===== src/rtl/cpu_pkg.sv =====
`default_nettype none
// ============================================================================
//  Module      : cpu_pkg
//  Description : Shared Tomasulo-core constants and the CDB broadcast bundle
//                snooped by reservation stations, register file and dispatcher.
//  Revision    : 1.0 - initial release
// ============================================================================
package cpu_pkg;

    // Producer tag width (matches the register-file src field) and result width
    localparam int c_TAG_W  = 15;
    localparam int c_DATA_W = 16;

    // One CDB broadcast as seen by every consumer
    typedef struct packed {
        logic                valid;
        logic [c_TAG_W-1:0]  tag;
        logic [c_DATA_W-1:0] data;
    } cdb_t;

    // Index width able to address n requesters, never narrower than one bit
    function automatic int idx_w(input int n);
        return (n <= 2) ? 1 : $clog2(n);
    endfunction

endpackage : cpu_pkg
`default_nettype wire


===== src/rtl/cdb_arbiter_if.sv =====
`default_nettype none
// ============================================================================
//  Module      : cdb_arbiter_if
//  Description : FU request handshake plus CDB broadcast bundle. The master
//                modport is the FU/consumer side, the slave modport is the
//                arbiter. Optional macro CDB_BUSY_CNT_EN adds the busy counter
//                and its clear input.
//  Revision    : 1.0 - initial release
// ============================================================================
interface cdb_arbiter_if #(
    parameter int N_REQ  = 4,
    parameter int TAG_W  = 15,
    parameter int DATA_W = 16
);
    logic [N_REQ-1:0]        req_valid;
    logic [N_REQ*TAG_W-1:0]  req_tag;
    logic [N_REQ*DATA_W-1:0] req_data;
    logic [N_REQ-1:0]        req_ready;
    logic                    flush;
    logic                    cdb_valid;
    logic [TAG_W-1:0]        cdb_tag;
    logic [DATA_W-1:0]       cdb_data;
`ifdef CDB_BUSY_CNT_EN
    logic                    cnt_clr;
    logic [15:0]             cdb_busy_cnt;
`endif

    modport master (
`ifdef CDB_BUSY_CNT_EN
        output cnt_clr,
        input  cdb_busy_cnt,
`endif
        output req_valid, req_tag, req_data, flush,
        input  req_ready, cdb_valid, cdb_tag, cdb_data
    );

    modport slave (
`ifdef CDB_BUSY_CNT_EN
        input  cnt_clr,
        output cdb_busy_cnt,
`endif
        input  req_valid, req_tag, req_data, flush,
        output req_ready, cdb_valid, cdb_tag, cdb_data
    );

endinterface : cdb_arbiter_if
`default_nettype wire


===== src/rtl/cdb_arbiter_rr_pick.sv =====
`default_nettype none
// ============================================================================
//  Module      : rr_pick
//  Description : Combinational round-robin priority finder. Scans requesters
//                starting at ptr (wrapping modulo N_REQ) and reports the first
//                active one as a one-hot grant plus its binary index.
//  Revision    : 1.0 - initial release
// ============================================================================
module rr_pick #(
    parameter int N_REQ = 4,
    parameter int PTR_W = 2
) (
    input  logic [N_REQ-1:0] req,
    input  logic [PTR_W-1:0] ptr,
    output logic [N_REQ-1:0] grant,
    output logic [PTR_W-1:0] idx,
    output logic             any
);

    // First active requester at or after ptr, wrapping around the vector
    always_comb begin
        int j;
        logic [PTR_W-1:0] w_j;
        grant = '0;
        idx   = '0;
        any   = 1'b0;
        j     = 0;
        w_j   = '0;
        for (int k = 0; k < N_REQ; k++) begin
            j = int'(ptr) + k;
            if (j >= N_REQ) begin
                j = j - N_REQ;
            end
            w_j = PTR_W'(j);
            if (!any && req[w_j]) begin
                any        = 1'b1;
                grant[w_j] = 1'b1;
                idx        = w_j;
            end
        end
    end

endmodule : rr_pick
`default_nettype wire


===== src/rtl/cdb_arbiter.sv =====
`default_nettype none
// ============================================================================
//  Module      : cdb_arbiter
//  Description : Round-robin arbiter for the common data bus. One FU result is
//                accepted per cycle and broadcast from a register the cycle
//                after acceptance. Flush blocks acceptance without disturbing
//                the pointer. Optional macro CDB_BUSY_CNT_EN adds a saturating
//                count of busy bus cycles with synchronous clear.
//  Revision    : 1.0 - initial release
// ============================================================================
module cdb_arbiter
    import cpu_pkg::*;
#(
    parameter int N_REQ  = 4,
    parameter int TAG_W  = c_TAG_W,
    parameter int DATA_W = c_DATA_W
) (
    input  logic          clk,
    input  logic          rst_n,
    cdb_arbiter_if.slave  bus
);

    localparam int c_PTR_W = idx_w(N_REQ);

    logic [c_PTR_W-1:0] r_rr_ptr;
    logic [c_PTR_W-1:0] w_idx;
    logic [N_REQ-1:0]   w_grant;
    logic               w_any;
    logic               w_accept;
    logic [TAG_W-1:0]   w_sel_tag;
    logic [DATA_W-1:0]  w_sel_data;
    logic               r_cdb_valid;
    logic [TAG_W-1:0]   r_cdb_tag;
    logic [DATA_W-1:0]  r_cdb_data;

    rr_pick #(
        .N_REQ (N_REQ),
        .PTR_W (c_PTR_W)
    ) u_pick (
        .req   (bus.req_valid),
        .ptr   (r_rr_ptr),
        .grant (w_grant),
        .idx   (w_idx),
        .any   (w_any)
    );

    // Reset and flush both hold every grant low so nothing can be accepted
    assign w_accept      = w_any & ~bus.flush & rst_n;
    assign bus.req_ready = w_accept ? w_grant : '0;

    // AND-OR mux of the winner's tag/data driven by the one-hot grant
    always_comb begin
        w_sel_tag  = '0;
        w_sel_data = '0;
        for (int i = 0; i < N_REQ; i++) begin
            if (w_grant[i]) begin
                w_sel_tag  = w_sel_tag  | bus.req_tag[i*TAG_W +: TAG_W];
                w_sel_data = w_sel_data | bus.req_data[i*DATA_W +: DATA_W];
            end
        end
    end

    // Pointer moves to one past the accepted winner, wrapping at N_REQ-1
    always_ff @(posedge clk or negedge rst_n) begin
        if (!rst_n) begin
            r_rr_ptr <= '0;
        end else if (w_accept) begin
            r_rr_ptr <= (w_idx == c_PTR_W'(N_REQ - 1)) ? '0 : w_idx + 1'b1;
        end
    end

    // Broadcast register: valid for exactly the cycle after acceptance; tag/data hold otherwise
    always_ff @(posedge clk or negedge rst_n) begin
        if (!rst_n) begin
            r_cdb_valid <= 1'b0;
            r_cdb_tag   <= '0;
            r_cdb_data  <= '0;
        end else begin
            r_cdb_valid <= w_accept;
            if (w_accept) begin
                r_cdb_tag  <= w_sel_tag;
                r_cdb_data <= w_sel_data;
            end
        end
    end

    assign bus.cdb_valid = r_cdb_valid;
    assign bus.cdb_tag   = r_cdb_tag;
    assign bus.cdb_data  = r_cdb_data;

`ifdef CDB_BUSY_CNT_EN
    logic [15:0] r_busy_cnt;

    // Saturating count of cycles with a valid broadcast; clear wins over increment
    always_ff @(posedge clk or negedge rst_n) begin
        if (!rst_n) begin
            r_busy_cnt <= '0;
        end else if (bus.cnt_clr) begin
            r_busy_cnt <= '0;
        end else if (r_cdb_valid && (r_busy_cnt != 16'hFFFF)) begin
            r_busy_cnt <= r_busy_cnt + 16'd1;
        end
    end

    assign bus.cdb_busy_cnt = r_busy_cnt;
`endif

endmodule : cdb_arbiter
`default_nettype wire


===== src/flat_wrapper.sv =====
// flat-port wrapper written by rule: the top's interface ports become plain ports
module cdb_arbiter_flat import cpu_pkg::*;
#(
    parameter int N_REQ  = 4,
    parameter int TAG_W  = c_TAG_W,
    parameter int DATA_W = c_DATA_W
)
  (clk, rst_n, bus_req_valid, bus_req_tag, bus_req_data, bus_flush, bus_req_ready, bus_cdb_valid, bus_cdb_tag, bus_cdb_data);
  cdb_arbiter_if #(.N_REQ(N_REQ), .TAG_W(TAG_W), .DATA_W(DATA_W)) bus_i ();
  input  logic clk;
  input  logic rst_n;
  input wire logic [$bits(bus_i.req_valid)-1:0] bus_req_valid;
  input wire logic [$bits(bus_i.req_tag)-1:0] bus_req_tag;
  input wire logic [$bits(bus_i.req_data)-1:0] bus_req_data;
  input wire logic [$bits(bus_i.flush)-1:0] bus_flush;
  output wire logic [$bits(bus_i.req_ready)-1:0] bus_req_ready;
  output wire logic [$bits(bus_i.cdb_valid)-1:0] bus_cdb_valid;
  output wire logic [$bits(bus_i.cdb_tag)-1:0] bus_cdb_tag;
  output wire logic [$bits(bus_i.cdb_data)-1:0] bus_cdb_data;
  assign bus_i.req_valid = bus_req_valid;
  assign bus_i.req_tag = bus_req_tag;
  assign bus_i.req_data = bus_req_data;
  assign bus_i.flush = bus_flush;
  assign bus_req_ready = bus_i.req_ready;
  assign bus_cdb_valid = bus_i.cdb_valid;
  assign bus_cdb_tag = bus_i.cdb_tag;
  assign bus_cdb_data = bus_i.cdb_data;
  cdb_arbiter #(.N_REQ(N_REQ), .TAG_W(TAG_W), .DATA_W(DATA_W)) u_core (.clk(clk), .rst_n(rst_n), .bus(bus_i));
endmodule

===== config.mk =====
export PLATFORM = sky130hd
export DESIGN_NAME = cdb_arbiter_flat
export DESIGN_NICKNAME = d
export VERILOG_FILES = /design/src/rtl/cpu_pkg.sv /design/src/rtl/cdb_arbiter_if.sv /design/src/rtl/cdb_arbiter_rr_pick.sv /design/src/rtl/cdb_arbiter.sv /design/src/flat_wrapper.sv
export SDC_FILE = /design/constraint.sdc
export NUM_CORES = 1
export LEC_CHECK = 0
export CAP_MARGIN = 5
export CORE_ASPECT_RATIO = 0.7
export CORE_MARGIN = 2
export CORE_UTILIZATION = 36
export DETAILED_ROUTE_END_ITERATION = 12
export PLACE_DENSITY = 0.81
export REMOVE_ABC_BUFFERS = 1
export SETUP_SLACK_MARGIN = 0.4
export SYNTH_ARGS = -nofsm -noshare
export SYNTH_HDL_FRONTEND = slang
export SYNTH_HIERARCHICAL = 1
export SYNTH_SLANG_ARGS = --single-unit

===== constraint.sdc =====
create_clock -name clk -period 3.6 [get_ports clk]
set_clock_uncertainty 0.15 [all_clocks]
set_input_delay 0.36 -clock clk [delete_from_list [all_inputs] [get_ports clk]]
set_output_delay 0.36 -clock clk [all_outputs]
set_load 0.02 [all_outputs]

==> results of run 1 <==
## flip-flops by register name, indices dropped and copies added, names as in the netlist
| register | cells |
|---|---|
| u_core/bus.cdb_valid | 1 |
| u_core/r_rr_ptr | 2 |
| u_core/bus.cdb_data | 16 |
| u_core/bus.cdb_tag | 15 |
## where the power goes
part	switching [mW]	internal (mW)	total [mW]
combinational	1.46	1.28	2.74
clock	0.126	0.133	0.259
sequential	0.0850	0.546	0.631
total	1.67	1.96	3.63
## worst paths after layout
path / to / cells after the start / start
setup / recovery: bus_req_ready[2] / 9 / u_core/r_rr_ptr[0]
hold / removal: u_core/bus.cdb_valid / 2 / rst_n
setup reg to reg: u_core/bus.cdb_tag[11] / 11 / u_core/r_rr_ptr[0]
hold reg to reg: u_core/bus.cdb_data[4] / 2 / u_core/bus.cdb_data[4]
max in group asynchronous: u_core/r_rr_ptr[0] / 2 / rst_n
min in group clk: u_core/bus.cdb_valid / 3 / rst_n
## through the flow
stage / hold slack, ns / power (mW)
floorplan: -0.0856 / 2.37
global placement: 0.306 / 3.24
detailed placement: 0.306 / 3.32
CTS: 0.000512 / 3.62
global route: 0.0216 / 3.90
finish: -0.00814 / 3.63
## area by class of cell
cell class	count	share of cell area
sequential	34	0.198
tap	94	0.0273
inverter	5	0.00436
multi-input combinational	171	0.348
clock buffer	7	0.0177
timing repair buffer	179	0.405
## repair_timing
item                                    CTS  global route
hold buffers                              0             0
gates resized for setup                  11             6
pin swaps                                 1             1
endpoints found under the setup margin    4             5
buffers inserted                          3             1
## cells by family (layout without fill, tap and decap cells)
group / count (synthesis) / count (layout) / synth area share
compound gates: 112 / 112 / 0.411
simple gates: 45 / 45 / 0.0865
flops: 34 / 34 / 0.344
buf+inv: 27 / 191 / 0.0708
mux: 8 / 8 / 0.0572
fa+ha+maj: 6 / 6 / 0.0303
## cell usage in the layout (no fill, tap or decap), types with 2 or more instances in the layout
cell,synthesis,layout
inv_1,5,5
mux4_2,2,2
clkdlybuf4s50_1,0,161
o21ai_2,0,2
mux2_2,2,2
clkbuf_2,0,3
a221oi_2,30,30
nor2_1,2,2
nand2_1,33,33
ha_1,6,5
and2_1,4,4
dfrtp_1,34,33
a22o_1,31,31
o31ai_1,2,2
clkbuf_8,0,5
o21ai_1,30,30
mux4_1,2,2
o21ai_4,0,2
buf_4,0,12
clkbuf_1,3,2
a22oi_1,8,7
o21ai_0,6,2
## layer usage
layer | vias to the layer above | share of wire
met3 | 11 | 0.099
li1 | 1257 | -
met4 | 0 | 0.011
met5 | - | 0
met1 | 1263 | 0.39
met2 | 132 | 0.50
==> impl_metrics.tcl, run 1 <==
set metrics [dict create \
    outcome "finished with violations" \
    violations "hold timing" \
    worst-path-buf-inv 3 \
    async_flop_share 1.00 \
    vias_per_cell 5.43 \
    antennaDiodeCount 0 \
    cp_max_fo 9 \
    port_buffers 166 \
    hold_class "in2async" \
    routed_wirelength_um 8370 \
    multiInputGateArea_sq_um 1500 \
    yosysTopAreaCell "dfrtp_1" \
    synth_edf_count 0 \
    grtUsageTotal 0.217 \
    grt_pass1_wl_um 12700 \
    antenna_found_initial 0 \
    critPathTopFamily "buffers and inverters" \
    syn_avg_cell_area_sq_um 10.7 \
    relSlewSlack 0.592 \
    min_period_over_period 0.861 \
    clock-sinks 34 \
    seqCellArea_sq_um 852 \
    grt.busiest_layer "met2" \
    yosys.cell_count.top_type "dfrtp_1" \
    timing.setup.tns_ns 0 \
    max_freq_ghz 0.323 \
    detail_route.wl_per_cell_um 17.1 \
    ctsRootBufferMaster "clkbuf_8" \
    pin_count 167 \
    cp_slowest_stage_delay_ns 0.42 \
    r2r_slack_ns 0.63 \
    fin_nets 533 \
    worstPathRequired_ns 3.09 \
    gp_congestion 0.839 \
    yosys_warnings 6 \
    path_cells "inv_1 > ha_4 > mux4_2 > buf_4 > and2b_2 > a22oi_1 > o21ai_4 > and2_1 > clkdlybuf4s15_2" \
    grt_setup_unrepaired "no" \
    grt_overflow 0 \
    htree_levels 2 \
    core_sq_um 6690 \
    rows 25 \
    synth_ff_type "dfrtp_1" \
    cp-start-kind "flop" \
    setup_ws_ns 0.502 \
    dr.pass1.iters 4 \
    synth_top_area_frac 0.344 \
    start_util 0.370 \
    fin_area_sq_um 4310 \
    num_vias 2663 \
    worst_pin_slew_ns 0.612 \
    slowest_stage "dfrtp_2" \
    layoutNonFillerInstCount 490 \
    utilization 0.644 \
    place_area_sq_um 4190 \
    finalCriticalPeriod_ns 3.10 \
    grt_max_degree 66 \
    grtUsageMet3 0.0676 \
    drtIter0Drc 112 \
    seq_area_frac_synth 0.344 \
    critPathKind "reg2out" \
    dpl_worst_slack_ns 0.118 \
    cts_tree "built" \
    cap_violations 0 \
    fillers 576 \
    drive_gt1_frac 0.169 \
    die_h_um 73.4 \
    grt_use_met2 0.393 \
    dp_cells 479 \
    yosysUniqueCellTypes 31 \
    ys_top_cells_by_count "dfrtp_1 (34), nand2_1 (33), a22o_1 (31)" \
    die_area_sq_um 7560 \
    finalMaxSlewViolations 0 \
    setup_viol 0 \
    grt_pass1_vias 2682 \
    synth_area_sq_um 2470 \
    p_leak_nw 1.71 \
    route.detailed.drc 0 \
    peakVddDrop_v 0.000359 \
    critPathArrivalTime_ns 2.59 \
    hold_viol_final 16 \
    clk_latency_ns 0.28 \
    ys_ff_latch 34 \
    synth_area_leaders "dfrtp_1 (34%), a221oi_2 (18%), a22o_1 (11%)" \
    use_met1 0.244 \
    die_w_um 103 \
    dp_hpwl_um 6180 \
    holdWs_ns -0.00814 \
    synthToLayoutAreaGrowth_pct 74.2 \
    postRouteAntennaNets 0 \
    cp-end-kind "output pin" \
    pwr_density_cell_nw_per_um2 842 \
    clk_pin_slew_worst_paths_ns 0.07 \
    numCtsBuffers 5 \
    syn_inst 232 \
    clock_path_buffers 2 \
]
Power figures use the tool's default switching activity.
==> run 2: changes to the inputs <==
ABC_AREA = 0   (was unset)
CORE_UTILIZATION = 35   (was 36)
PLACE_DENSITY = 0.79   (was 0.81)
==> impl_metrics.tcl, run 2 (same netlist as run 1, synthesis figures left out) <==
set metrics [dict create \
    outcome "completed" \
    cp-end-kind "output pin" \
    dp_hpwl_um 6010 \
    relSlewSlack 0.597 \
    drive_gt1_frac 0.158 \
    port_buffers 166 \
    cp_max_fo 5 \
    start_util 0.364 \
    worst_pin_slew_ns 0.605 \
    dr.pass1.iters 4 \
    slowest_stage "mux4_2" \
    max_freq_ghz 0.325 \
    grt_pass1_vias 2544 \
    grt_overflow 0 \
    final_common_cell "clkdlybuf4s50_1" \
    setup_viol 0 \
    power.clock.fraction 0.079 \
    rows 25 \
    path_cells "inv_1 > ha_1 > mux4_2 > nor4b_4 > buf_4 > a22oi_1 > o21ai_2 > and2_1 > dlygate4sd2_1" \
    pwr_density_cell_nw_per_um2 828 \
    holdWs_ns 0.333 \
    layout_common_cells "clkdlybuf4s50_1 (161), dfrtp_1 (34), nand2_1 (33), a22o_1 (31)" \
    htree_levels 2 \
    min_period_over_period 0.856 \
    numCtsBuffers 5 \
    power.share.sequential 0.175 \
    cts_tree "built" \
    p_sw_frac 0.452 \
    postRouteAntennaNets 0 \
    vias_per_cell 5.17 \
    core_sq_um 6790 \
    die_area_sq_um 7770 \
    seqCellArea_sq_um 851 \
    p_int_mw 1.96 \
    critPathKind "reg2out" \
    cp_slowest_stage_delay_ns 0.41 \
    combPwrFrac 0.745 \
    gp_congestion 0.777 \
    drtIter0Drc 107 \
    hold_viol_final 0 \
    synthToLayoutAreaGrowth_pct 74.5 \
    critPathArrivalTime_ns 2.57 \
    fin_nets 534 \
    clk_latency_ns 0.27 \
    finalCriticalPeriod_ns 3.08 \
    grt_setup_unrepaired "no" \
    antenna_found_initial 0 \
    worstPathRequired_ns 3.09 \
    antennaDiodeCount 0 \
    detail_route.wl_per_cell_um 16.2 \
    grtUsageTotal 0.197 \
    grt_pass1_wl_um 12300 \
    finalMaxSlewViolations 0 \
    multiInputGateArea_sq_um 1480 \
    grt_max_degree 66 \
    pin_count 167 \
    clock-sinks 34 \
    clk_pin_slew_worst_paths_ns 0.06 \
    route.detailed.drc 0 \
    routed_wirelength_um 7960 \
    fillers 583 \
    ctsRootBufferMaster "clkbuf_8" \
    num_vias 2546 \
    p_leak_nw 1.74 \
    cap_violations 0 \
    peakVddDrop_v 0.000373 \
    largest_reg_flops 16 \
    switchingPower_mw 1.62 \
    die_h_um 74.3 \
    clock_path_buffers 2 \
    die_w_um 104 \
    hold_class "reg2reg" \
    total_power_mw 3.57 \
    cp-start-kind "flop" \
]
[run 2: timing repair]
action                                  4_1_cts  5_1_grt
pin swaps                                     1        1
buffers inserted                              3        1
endpoints found under the setup margin        4        4
hold buffers                                  1        0
gates resized for setup                       4        3
hold endpoints to repair                     34        0
[run 2: routing by layer]
metal | up-vias | GRT usage | part of all wire
met5 | - | 0 | 0
met1 | 1170 | 0.230 | 0.42
met2 | 114 | 0.362 | 0.48
met3 | 6 | 0.0605 | 0.083
li1 | 1256 | - | -
met4 | 0 | 0.0480 | 0.012
[run 2: worst paths after layout]
| kind | startpoint | to | cells after the start | slack [ns] |
|---|---|---|---|---|
| min | u_core/bus.cdb_tag[9] | u_core/bus.cdb_tag[9] | 2 | 0.33 |
| min in group asynchronous | rst_n | u_core/r_rr_ptr[0] | 3 | 0.56 |
| max in group asynchronous | rst_n | u_core/r_rr_ptr[1] | 3 | 2.43 |
| max reg2reg | u_core/r_rr_ptr[0] | u_core/bus.cdb_data[3] | 10 | 0.59 |
| max | u_core/r_rr_ptr[0] | bus_req_ready[1] | 9 | 0.52 |
| min reg2reg | u_core/bus.cdb_tag[9] | u_core/bus.cdb_tag[9] | 2 | 0.33 |
[run 2: power by group through the flow]
stage	sequential (mW)	clock [mW]	combinational, mW
after global routing	0.647	0.311	2.89
after global placement	0.630	0	2.60
after detailed placement	0.635	0	2.66
after CTS	0.630	0.294	2.67
after floorplan	0.840	0	1.53
final	0.627	0.283	2.66
[run 2: final cells by class]
cell class | instances | area share
timing repair buffer | 180 | 0.407
multi-input combinational | 171 | 0.343
sequential | 34 | 0.197
tap | 94 | 0.0272
clock buffer | 7 | 0.0200
inverter | 5 | 0.00435
clock inverter | 1 | 0.00116
[run 2: worst max-delay path, delay by kind of cell (launching register included)]
kind	cells	cell delay, ns
and+or+nand+nor	2	0.45
DFF	1	0.35
buffers and inverters	3	0.59
adders and majority gates	1	0.36
muxes	1	0.41
AOI/OAI and AO/OA	2	0.15
[run 2: through the flow]
stage	instance area [sq um]	std cells	setup slack, ns	util	setup TNS (ns)
floorplan	2320	210	-2.49	-	-68.68
global placement	4190	479	0.285	0.617	0
detailed placement	4190	479	0.172	0.617	0
CTS	4310	491	0.391	0.635	0
global route	4320	492	0.410	0.636	0
finish	4320	492	0.519	0.636	0
